===== config.mk =====
export PLATFORM = sky130hd
export DESIGN_NAME = tm1640_writer
export DESIGN_NICKNAME = d
export VERILOG_FILES = /design/src/rtl/tm1640_pkg.sv /design/src/rtl/tm1640_tick_gen.sv /design/src/rtl/tm1640_writer.sv
export SDC_FILE = /design/constraint.sdc
export NUM_CORES = 1
export LEC_CHECK = 0
export BUFFER_PORTS_ARGS = -buffer_cell sky130_fd_sc_hd__clkbuf_2
export CORE_MARGIN = 4
export CORE_UTILIZATION = 50
export DETAILED_ROUTE_END_ITERATION = 8
export GPL_ROUTABILITY_DRIVEN = 0
export PLACE_DENSITY = 0.78
export REMOVE_ABC_BUFFERS = 1
export SYNTH_ARGS = -nofsm -noshare
export SYNTH_HDL_FRONTEND = slang
export SYNTH_SLANG_ARGS = --single-unit

===== constraint.sdc =====
create_clock -name CLK -period 2.9 [get_ports CLK]
set_clock_uncertainty 0.2 [all_clocks]
set_input_delay 0.58 -clock CLK [delete_from_list [all_inputs] [get_ports CLK]]
set_output_delay 0.58 -clock CLK [all_outputs]
set_load 0.005 [all_outputs]

===== src/rtl/tm1640_pkg.sv =====
// rtl/tm1640_pkg.sv - TM1640 writer states and protocol constants (TM1640_FIXED_ADDR_EN adds PRE_CMD)
package tm1640_pkg;

    localparam logic [7:0] POS_CMD_ONLY        = 8'hFF;
    localparam logic [7:0] CMD_DATA_FIXED      = 8'h44;
    localparam logic [7:0] CMD_DISPLAY_ON_BASE = 8'h88;

`ifdef TM1640_FIXED_ADDR_EN
    typedef enum logic [2:0] {
        IDLE, PRE_CMD, START, BIT_LO, BIT_HI, STOP_LO, STOP_HI, GAP
    } state_e;
`else
    typedef enum logic [2:0] {
        IDLE, START, BIT_LO, BIT_HI, STOP_LO, STOP_HI, GAP
    } state_e;
`endif

endpackage


===== src/rtl/tm1640_tick_gen.sv =====
// rtl/tm1640_tick_gen.sv - CLK_DIV prescaler with sync clear, one-cycle tick on terminal count
module tm1640_tick_gen #(
    parameter int unsigned CLK_DIV = 6
) (
    input  logic clk_i,
    input  logic rst_i,
    input  logic clr_i,
    output logic tick_o
);

    logic [7:0] cnt_q, cnt_d;

    always_comb begin
        tick_o = (cnt_q == 8'(CLK_DIV - 1));
        cnt_d  = cnt_q + 8'd1;
        if (clr_i || tick_o) begin
            cnt_d = '0;
        end
    end

    always_ff @(posedge clk_i) begin
        if (rst_i) begin
            cnt_q <= '0;
        end else begin
            cnt_q <= cnt_d;
        end
    end

endmodule


===== src/rtl/tm1640_writer.sv =====
// rtl/tm1640_writer.sv - TM1640 two-wire writer; TM1640_FIXED_ADDR_EN prepends a 0x44 command frame
module tm1640_writer
    import tm1640_pkg::*;
#(
    parameter int unsigned CLK_DIV = 6
) (
    input  logic       CLK,
    input  logic       RST,
    input  logic       valid,
    input  logic [7:0] pos,
    input  logic [7:0] value,
    output logic       busy,
    output logic       DIN,
    output logic       SCLK
);

    state_e      state_q, state_d;
    logic [15:0] sr_q, sr_d;
    logic [3:0]  bit_q, bit_d;
    logic        two_q, two_d;
    logic        din_q, din_d;
    logic        sclk_q, sclk_d;
    logic        busy_q, busy_d;
    logic        tick;
    logic [3:0]  last_bit;
`ifdef TM1640_FIXED_ADDR_EN
    logic        pend_q, pend_d;
    logic [15:0] hold_q, hold_d;
`endif

    // Counter is held at zero in IDLE so every frame starts on a fresh tick.
    tm1640_tick_gen #(.CLK_DIV(CLK_DIV)) u_tick (
        .clk_i (CLK),
        .rst_i (RST),
        .clr_i (state_q == IDLE),
        .tick_o(tick)
    );

    assign last_bit = two_q ? 4'd15 : 4'd7;

    always_ff @(posedge CLK) begin
        if (RST) begin
            state_q <= IDLE;
            sr_q    <= '0;
            bit_q   <= '0;
            two_q   <= 1'b0;
            din_q   <= 1'b1;
            sclk_q  <= 1'b1;
            busy_q  <= 1'b0;
`ifdef TM1640_FIXED_ADDR_EN
            pend_q  <= 1'b0;
            hold_q  <= '0;
`endif
        end else begin
            state_q <= state_d;
            sr_q    <= sr_d;
            bit_q   <= bit_d;
            two_q   <= two_d;
            din_q   <= din_d;
            sclk_q  <= sclk_d;
            busy_q  <= busy_d;
`ifdef TM1640_FIXED_ADDR_EN
            pend_q  <= pend_d;
            hold_q  <= hold_d;
`endif
        end
    end

    always_comb begin
        state_d = state_q;
        sr_d    = sr_q;
        bit_d   = bit_q;
        two_d   = two_q;
`ifdef TM1640_FIXED_ADDR_EN
        pend_d  = pend_q;
        hold_d  = hold_q;
`endif
        case (state_q)
            IDLE: begin
                if (valid && !busy_q) begin
                    bit_d = '0;
                    if (pos == POS_CMD_ONLY) begin
                        sr_d    = {8'h00, value};
                        two_d   = 1'b0;
                        state_d = START;
                    end else begin
`ifdef TM1640_FIXED_ADDR_EN
                        // Data command goes first; the real request waits in hold.
                        sr_d    = {8'h00, CMD_DATA_FIXED};
                        two_d   = 1'b0;
                        pend_d  = 1'b1;
                        hold_d  = {value, pos};
                        state_d = PRE_CMD;
`else
                        sr_d    = {value, pos};
                        two_d   = 1'b1;
                        state_d = START;
`endif
                    end
                end
            end
`ifdef TM1640_FIXED_ADDR_EN
            PRE_CMD: if (tick) state_d = BIT_LO;
`endif
            START:   if (tick) state_d = BIT_LO;
            BIT_LO:  if (tick) state_d = BIT_HI;
            BIT_HI: begin
                if (tick) begin
                    sr_d    = sr_q >> 1;
                    bit_d   = bit_q + 4'd1;
                    state_d = (bit_q == last_bit) ? STOP_LO : BIT_LO;
                end
            end
            STOP_LO: if (tick) state_d = STOP_HI;
            STOP_HI: if (tick) state_d = GAP;
            GAP: begin
                if (tick) begin
                    state_d = IDLE;
`ifdef TM1640_FIXED_ADDR_EN
                    if (pend_q) begin
                        pend_d  = 1'b0;
                        sr_d    = hold_q;
                        two_d   = 1'b1;
                        bit_d   = '0;
                        state_d = START;
                    end
`endif
                end
            end
            default: state_d = IDLE;
        endcase
    end

    // Line levels follow the next state so the pins change on the same edge as the state.
    always_comb begin
        din_d  = 1'b1;
        sclk_d = 1'b1;
        busy_d = (state_d != IDLE);
        case (state_d)
`ifdef TM1640_FIXED_ADDR_EN
            PRE_CMD: begin din_d = 1'b0;    sclk_d = 1'b1; end
`endif
            START:   begin din_d = 1'b0;    sclk_d = 1'b1; end
            BIT_LO:  begin din_d = sr_d[0]; sclk_d = 1'b0; end
            BIT_HI:  begin din_d = din_q;   sclk_d = 1'b1; end
            STOP_LO: begin din_d = 1'b0;    sclk_d = 1'b0; end
            STOP_HI: begin din_d = 1'b0;    sclk_d = 1'b1; end
            default: begin din_d = 1'b1;    sclk_d = 1'b1; end
        endcase
    end

    assign busy = busy_q;
    assign DIN  = din_q;
    assign SCLK = sclk_q;

endmodule


## Word-level counts from Yosys, hierarchy flattened

Cells that the tools add are included.

- Logic and storage cells: 58
- Register bits after elaboration: 35
- Bits of input ports: 19
- Output and inout bits: 3

- Muxes and demuxes: 20
- Equal/unequal tests: 16
- Add/subtract/negate cells: 2
- Reductions and logical operators: 11

Operators with widths:

| cell | count |
|---|---|
| 2-to-1 mux 16 bit | 3 |
| one-hot mux 16 bit (2 select lines) | 1 |
| 2-to-1 mux 3 bit | 8 |
| one-hot mux 3 bit (7 select lines) | 1 |
| equality test 3 bit, second input constant | 5 |
| equality test 3 x 2 -> 1 bit, second input constant | 4 |
| 2-to-1 mux 4 bit | 3 |
| adder 8 x 1 -> 8 bit, second input constant | 1 |
| equality test 8 x 3 -> 1 bit, second input constant | 1 |
| equality test 8 bit, second input constant | 1 |
| one-hot mux 4 bit (2 select lines) | 1 |
| equality test 3 x 1 -> 1 bit, second input constant | 2 |
| adder 4 x 1 -> 4 bit, second input constant | 1 |
| equality test 4 bit | 1 |
| != test 2 bit, second input constant | 2 |
| OR reduction 2 bit | 2 |
| zero test 3 bit | 1 |
| one-hot mux 1 bit (3 select lines) | 1 |
| AND reduction 3 bit | 1 |
| nonzero test 3 bit | 1 |
| OR reduction 3 bit | 1 |
| 2-to-1 mux 1 bit | 2 |
| AND reduction 2 bit | 1 |
| nonzero test 2 bit | 1 |
| other kinds (3) | 3 |

## Depth between registers and ports, before layout

Gate-level depths: netlist of run 1.

- Depth after elaboration: 8
- Depth in mapped cells: 8
- Gate-level depth less buffers: 7

## By module

Synthesis of run 1 repeated with hierarchy kept, for this count alone.

- Cell total of the unflattened synthesis: 202
- Area total of the unflattened synthesis: 1677.9 µm²

Modules (own cells, without submodules):

| module | sequential area each (µm²) | area each (µm²) | cells each | times used |
|---|---|---|---|---|
| tm1640_writer | 540.5 | 1320.0 | 163 | 1 |
| tm1640_tick_gen | 160.2 | 357.8 | 39 | 1 |

## Worst setup path before layout of run 1

OpenSTA, ideal clock, no wires.

- Path type: register to register
- Start: reg u_tick.cnt_q[0]
- End: reg din_q (netlist: DIN)
- Required time: 2.568 ns
- Setup time: 0.132 ns
- Cell stages (with the launch flop): 7
- Path slack: 0.651 ns
- Arrival time: 1.917 ns
- Period minus slack after synthesis: 2.249 ns
- Buffers on the path: 0
- Cell sequence: dfxtp_1 -> ha_1 -> or4b_4 -> or2_1 -> o22a_1 -> a2111oi_2 -> o211ai_1

- Word-level cells in the longest chain between the ends: 6
- Elaborated cells between the ends (all ways): 17
- Those cells by class: eq/ne (6); mux (10); reduce/logical (1)

RTL lines:

| item | RTL line | source |
|---|---|---|
| start, declared | tm1640_tick_gen.sv:11 | `logic [7:0] cnt_q, cnt_d;` |
| start signal, assigned | tm1640_tick_gen.sv:25 | `cnt_q <= cnt_d;` |
| equality test 8 x 3 -> 1 bit (*) | tm1640_tick_gen.sv:14 | `tick_o = (cnt_q == 8'(CLK_DIV - 1));` |
| 2-to-1 mux 3 bit (tied with other cells) | tm1640_writer.sv:117 | `if (tick) begin` |
| one-hot mux 3 bit (7 select lines) | tm1640_writer.sv:78 | `case (state_q)` |
| equality test 3 bit or equality test 3 x 1 -> 1 bit (tied branches) | tm1640_writer.sv:139 | `case (state_d)` |
| OR reduction 3 bit (no line) | - |  |
| one-hot mux 1 bit (3 select lines) | tm1640_writer.sv:139 |  |
| end signal, assigned | tm1640_writer.sv:59 | `din_q <= din_d;` |
| end, declared | tm1640_writer.sv:21 | `logic din_q, din_d;` |

Mark *: on every way between the ends. The rest lies on a longest branch, timed or not. The select of a mux whose other input is x is not followed.
A chain may end at the register's enable or synchronous reset.

## Final worst setup path of run 1

Ends and elaborated chain as after synthesis.

==> flow_summary.yaml, run 1 <==
logic_synthesis:
  avgSynthCellArea_um2: 8.341
  yosysTopAreaCellShare_pct: 41.79
  ys_top_cells_by_area: "dfxtp_1 42%, nand2_1 6.5%, a21oi_1 5.7%"
  synth_cell_types: 44
  ys_warn_count: 0
  synth-seq-cells: 35
  synth_area_leader_cell: "dfxtp_1"
  synthesis.area_um2: 1677
  synth_edf_count: 0
  syn_inst: 201
  yosysSeqAreaShare_pct: 41.79
  synth_ff_type: "dfxtp_1"
  async_reset_ff_share_pct: 0
cts:
  post_cts_resized: 0
  cts_setup_buffers: 0
  clk_pin_slew_ns: 0.10
  htreeDepth: 2
  cts_hold_repair.buffers: 0
  clock_latency_ns: 0.34
  cts_tree: "yes"
  cts_buffer_depth: 2
  cts_buffers: 5
  clock-root-buffer: "clkbuf_4"
  cts_sinks: 35
critical_path:
  critPathTopFamily: "simple AND/OR/NAND/NOR gates"
  crit_chain: "ha_1 -> or4b_4 -> or2_1 -> o22a_1 -> a2111oi_2 -> o211ai_1"
  crit_path_end_kind: "flop"
  crit_cells: 6
  cp.arrival_ns: 2.37
  critPathKind: "reg2reg"
  cp-start-kind: "flop"
  crit_required_ns: 2.93
  path_max_fanout: 5
  rr_worst_depth: 6
  slowest_stage: "or4b_4"
  slowest_delay_ns: 0.50
  rrSetupSlack_ns: 0.56
  worst-path-buf-inv: 0
sta:
  whs_ns: 0.2594
  worstMarginPinSlew_ns: 0.5780
  rsz0062_at_grt: "no"
  setup_tns_ns: 0
  fmax_mhz: 427.0
  setup_viol: 0
  min_period_ns: 2.342
  hold_viol: 0
  relSlewSlack_pct: 60.93
  final_max_slew_viol_count: 0
  min_period_over_period_pct: 80.75
die:
  dieWidth_um: 65.91
  fp-row-count: 20
  start_util_pct: 53.60
  core_um2: 3128
  ios: 22
  die_y_um: 65.91
  die-area_um2: 4343
pwr:
  peakVddDrop_mv: 0.3259
  combPwrFrac_pct: 11.6
  p_sw_mw: 0.2285
  internal_power_mw: 0.6406
  cellPowerDensity_nw_per_um2: 465.9
  leakage_nw: 0.6910
  p_sw_share_pct: 26.30
  pwr-share-clk_pct: 28.7
  pwr-share-seq_pct: 59.7
grt:
  antenna_found_initial: 0
  overflow: 0
  grt_pass1_wl_mm: 6.210
  grt_max_degree: 21
  first_global_vias: 1412
  grt_usage_pct: 18.54
placement:
  port_buffers: 21
  hpwl_mm: 2.569
worst_hold_path:
  hold_depth: 2
  hp-class: "reg2reg"
layout:
  drive_gt1_share_pct: 15.38
  fin_util_pct: 59.64
  n_fill_cell: 288
  regArea_um2: 700.7
  multi_input_area_um2: 924.6
  insertedDiodeCount: 0
  syn_to_final_growth_pct: 11.27
  nNetsFinal: 242
drt:
  wl_mm: 3.588
  final_antenna_net_count: 0
  num_vias: 1500
  avgRoutedWirePerCell_um: 13.54
  drt_iter0_markers: 113
  vias_per_cell: 5.660
  drc: 0
  first_pass_iters: 4
run_status:
  outcome: "completed"
run:
  maxCapViolations: 0
metrics by stage:
step	total power [mW]	cells	setup slack, ns	instance area, um^2
2_1_floorplan	0.5879	189	-0.1194	1628
3_3_place_gp	0.6285	257	0.5798	1815
3_5_place_dp	0.6303	257	0.5444	1815
4_1_cts	0.8797	265	0.5415	1866
5_1_grt	0.9119	265	0.4133	1866
6_report	0.8691	265	0.5582	1866
synthesized netlist by cell type, drive strengths merged, types with 2 or more instances:
master / instances
nand2b: 2
ha: 3
xor2: 6
a21oi: 19
a22oi: 7
nand4: 3
nand3: 4
nor4: 2
a211oi: 2
xnor2: 3
nand2: 29
nor2: 19
a311oi: 6
nor3: 5
inv: 2
dfxtp: 35
or2: 3
o21ai: 2
and3: 5
or3: 9
a22o: 2
clkbuf: 9
nor2b: 2
buf: 3
layout make-up:
cell class / count / area share (%)
multi-input combinational: 152 / 49.56
tap: 44 / 2.951
sequential: 35 / 37.56
inverter: 2 / 0.4024
timing repair buffer: 24 / 6.841
clock inverter: 1 / 0.2683
clock buffer: 7 / 2.414
sequential cells by signal, indices dropped and copies added (netlist names):
register      flops
bit_q             4
state_q           3
sr_q             16
two_q             1
busy              1
u_tick.cnt_q      8
DIN               1
SCLK              1
metal layers:
layer  vias to the layer above  wire length (um)  track usage [%]
met5                         -                 0                0
met4                         0                76            9.326
met3                         8               196            4.082
met2                        37              1557            27.28
met1                       688              1758            25.23
li1                        767                 -                -
kinds of logic after synthesis:
group	share of synthesized area (%)
fa+ha+maj	2.239
buf+inv	3.358
xor+xnor	4.702
compound gates	20.67
simple gates	26.64
mux	0.5970
flops	41.79
layout by cell type (no fill, tap or decap), types with 2 or more instances in the layout:
cell,n
a311oi_1,6
clkbuf_1,2
or2_1,2
clkbuf_4,5
a22oi_1,7
dfxtp_1,35
nand4_1,3
nor2b_1,2
nand2_1,29
and3_1,5
o21ai_0,2
a21oi_1,19
nand3_1,4
nor4_1,2
nor3_1,4
ha_1,3
buf_4,3
a211oi_1,2
inv_1,2
clkbuf_2,21
nor2_1,19
xnor2_1,3
xor2_1,6
a22o_1,2
or3_1,9
nand2b_1,2
power groups by stage:
stage          clock network [mW]  logic (mW)  registers, mW
6_report                    0.249       0.101          0.519
5_1_grt                     0.275       0.114          0.522
4_1_cts                     0.260       0.101          0.519
3_5_place_dp                    0       0.100          0.530
3_3_place_gp                    0      0.0993          0.529
2_1_floorplan                   0      0.0612          0.527
worst min-delay path: stages, from the launching register on:
cell and delay [ns]:
dfxtp_1 0.32, nand2_1 0.05, a21oi_1 0.05
final timing paths:
| check | endpoint | from |
|---|---|---|
| setup / recovery | DIN$_SDFFE_PP1P_ | u_tick.cnt_q[0]$_SDFF_PP0_ |
| hold / removal | sr_q[14]$_SDFFE_PP0P_ | sr_q[14]$_SDFFE_PP0P_ |
| setup reg to reg | DIN$_SDFFE_PP1P_ | u_tick.cnt_q[0]$_SDFF_PP0_ |
| hold reg to reg | sr_q[14]$_SDFFE_PP0P_ | sr_q[14]$_SDFFE_PP0P_ |
Note: power is estimated with default switching activity, not from simulation.
==> run 2: changes to the inputs <==
- ABC_AREA: default -> 1
- PLACE_DENSITY: 0.78 -> 0.77
- clock period: 2.9 -> 2.27 ns (I/O delays scaled with it)
==> flow_summary.yaml, run 2 <==
run_status:
  outcome: "completed"
logic_synthesis:
  synth-seq-cells: 35
  yosysMostFrequentCell: "nand2_1"
  netlist_top_cells_count: "68 x nand2_1, 35 x dfxtp_1, 26 x nor2_1"
  async_reset_ff_share_pct: 0
  ys_top_cells_by_area: "dfxtp_1 40%, nand2_1 15%, a21oi_1 7.1%"
  ys_warn_count: 0
  yosysTopAreaCellShare_pct: 39.94
  synth_ff_type: "dfxtp_1"
  yosysSeqAreaShare_pct: 39.94
  avgSynthCellArea_um2: 7.073
  synthesis.area_um2: 1754
  synth_cell_types: 30
  synth_edf_count: 0
  synth_area_leader_cell: "dfxtp_1"
  syn_inst: 248
cts:
  cts_buffers: 5
  cts_buffer_depth: 2
  cts_setup_buffers: 0
  cts_tree: "yes"
  clk_pin_slew_ns: 0.11
  cts_sinks: 35
  cts_hold_repair.buffers: 0
  clock-root-buffer: "clkbuf_4"
  htreeDepth: 2
  clock_latency_ns: 0.35
  post_cts_resized: 0
layout:
  syn_to_final_growth_pct: 10.41
  drive_gt1_share_pct: 16.48
  largest_register_ffs: 16
  top_register: "sr_q"
  finish.instance_area_um2: 1937
  nNetsFinal: 294
  reg_top3: "sr_q: 16 flops, u_tick.cnt_q: 8 flops, bit_q: 4 flops"
  fin_util_pct: 57.59
  layout_commonest_cell: "nand2_1"
  final_cell_mix: "68 x nand2_1, 35 x dfxtp_1, 26 x nor2_1, 25 x a21oi_1, 24 x inv_1"
  insertedDiodeCount: 0
grt:
  antenna_found_initial: 0
  grt_usage_pct: 18.81
  gr-usage-met2_pct: 31.04
  globalRouteMet3Util_pct: 5.990
  grtUsageMet1_pct: 22.14
  grt_max_degree: 19
  overflow: 0
  first_global_vias: 1527
  grt_pass1_wl_mm: 6.389
  busiest_layer: "met2"
sta:
  setup_viol: 0
  min_period_ns: 1.908
  setup_tns_ns: 0
  fmax_mhz: 524.2
  min_period_over_period_pct: 84.04
  hold_viol: 0
  worstMarginPinSlew_ns: 0.4125
  final_max_slew_viol_count: 0
  fin_ws_ns: 0.3623
  rsz0062_at_grt: "no"
  relSlewSlack_pct: 72.50
placement:
  placed_cell_area_um2: 1883
  port_buffers: 21
  hpwl_mm: 2.769
  pre_cts_slack_ns: 0.3654
drt:
  avgRoutedWirePerCell_um: 11.51
  vias_per_cell: 5.107
  first_pass_iters: 4
  drc: 0
  wl_mm: 3.673
  final_antenna_net_count: 0
  drt_iter0_markers: 94
  num_vias: 1629
run:
  maxCapViolations: 0
pwr:
  cellPowerDensity_nw_per_um2: 603.1
  peakVddDrop_mv: 0.3902
  total_power_mw: 1.168
  leakage_nw: 0.8163
critical_path:
  timing.critical_path.from: "u_tick.cnt_q[0]$_SDFF_PP0_"
  timing.rr.start: "u_tick.cnt_q[0]$_SDFF_PP0_"
  crit_chain: "ha_1 -> nor3b_1 -> nand2_1 -> nor2_4 -> nand2_1 -> nand2_1 -> nor2_1 -> nand2_1 -> nand3_1 -> nand2_1"
  critPathMostFrequentCell: "nand2_1"
  crit_required_ns: 2.38
  cp.arrival_ns: 2.01
  crit_path_end_kind: "flop"
  slowest_delay_ns: 0.39
  slowest_stage: "dfxtp_1"
  critPathTopFamily: "simple AND/OR/NAND/NOR gates"
  worst-path-buf-inv: 0
  critPathKind: "reg2reg"
  path_max_fanout: 17
  cp-start-kind: "flop"
die:
  fp-row-count: 21
  die_y_um: 67.23
  ios: 22
  core_um2: 3363
  start_util_pct: 52.16
  die-area_um2: 4520
  dieWidth_um: 67.23
worst_hold_path:
  min_from: "pos[1]"
  hp-class: "in2reg"
==> run 2: cell types whose count changed in the layout (fill, tap and decap cells not counted), moves of 4 or more <==
cell,before,now
xor2_1,6,0
inv_1,2,24
o211ai_1,1,7
nand2_1,29,68
nor2_1,19,26
a311oi_1,6,0
o21ai_0,2,12
a21oi_1,19,25
or3_1,9,0
a31oi_1,1,7
a22oi_1,7,1
inv_2,0,4
and3_1,5,1
==> run 2: power breakdown <==
group | internal [mW] | switching (mW)
Combinational | 0.0614 | 0.108
Sequential | 0.649 | 0.0207
Clock | 0.119 | 0.210
==> run 2: path summary, 6_finish.rpt <==
path	end	slack, ns	cells past startpoint
max	DIN$_SDFFE_PP1P_	0.36	10
min	sr_q[1]$_SDFFE_PP0P_	0.17	3
max reg2reg	DIN$_SDFFE_PP1P_	0.36	10
min reg2reg	u_tick.cnt_q[0]$_SDFF_PP0_	0.28	1
==> run 2: kinds of logic (layout without fill, tap and decap cells) <==
group / count (synthesis) / count (layout) / synth area share, %
adders and majority gates: 3 / 3 / 2.140
AOI/OAI and AO/OA: 55 / 55 / 17.33
buffers and inverters: 35 / 60 / 8.916
DFF: 35 / 35 / 39.94
and+or+nand+nor: 120 / 120 / 31.67
==> run 2: worst register-to-register path, cell delays in order, from the launching register on <==
cell and delay [ns]:
dfxtp_1 0.39, ha_1 0.20, nor3b_1 0.19, nand2_1 0.15
nor2_4 0.34, nand2_1 0.09, nand2_1 0.08, nor2_1 0.05
nand2_1 0.06, nand3_1 0.06, nand2_1 0.06
==> run 2: cell type report <==
cell class              count  area [um^2]
inverters                  30        115.1
clock inverters             2        12.51
flip-flops and latches     35        700.7
fillers                   337         1426
well taps                  46        57.56
multi-input cells         178        897.1
clock buffers               6        41.29
repair buffers             22        112.6
==> run 2: per-stage QoR <==
step                      std cells  hold WS, ns
final                           319       0.1674
after global routing            319       0.1486
after CTS                       319       0.1547
after detailed placement        311       0.2589
after global placement          311       0.2535
after floorplan                 243       0.2334
==> run 2: layer usage <==
| layer | part of all wire [%] | wire length (um) |
|---|---|---|
| met1 | 46 | 1698 |
| met2 | 48 | 1751 |
| met3 | 4.2 | 154 |
| met4 | 1.9 | 69 |
| met5 | 0 | 0 |
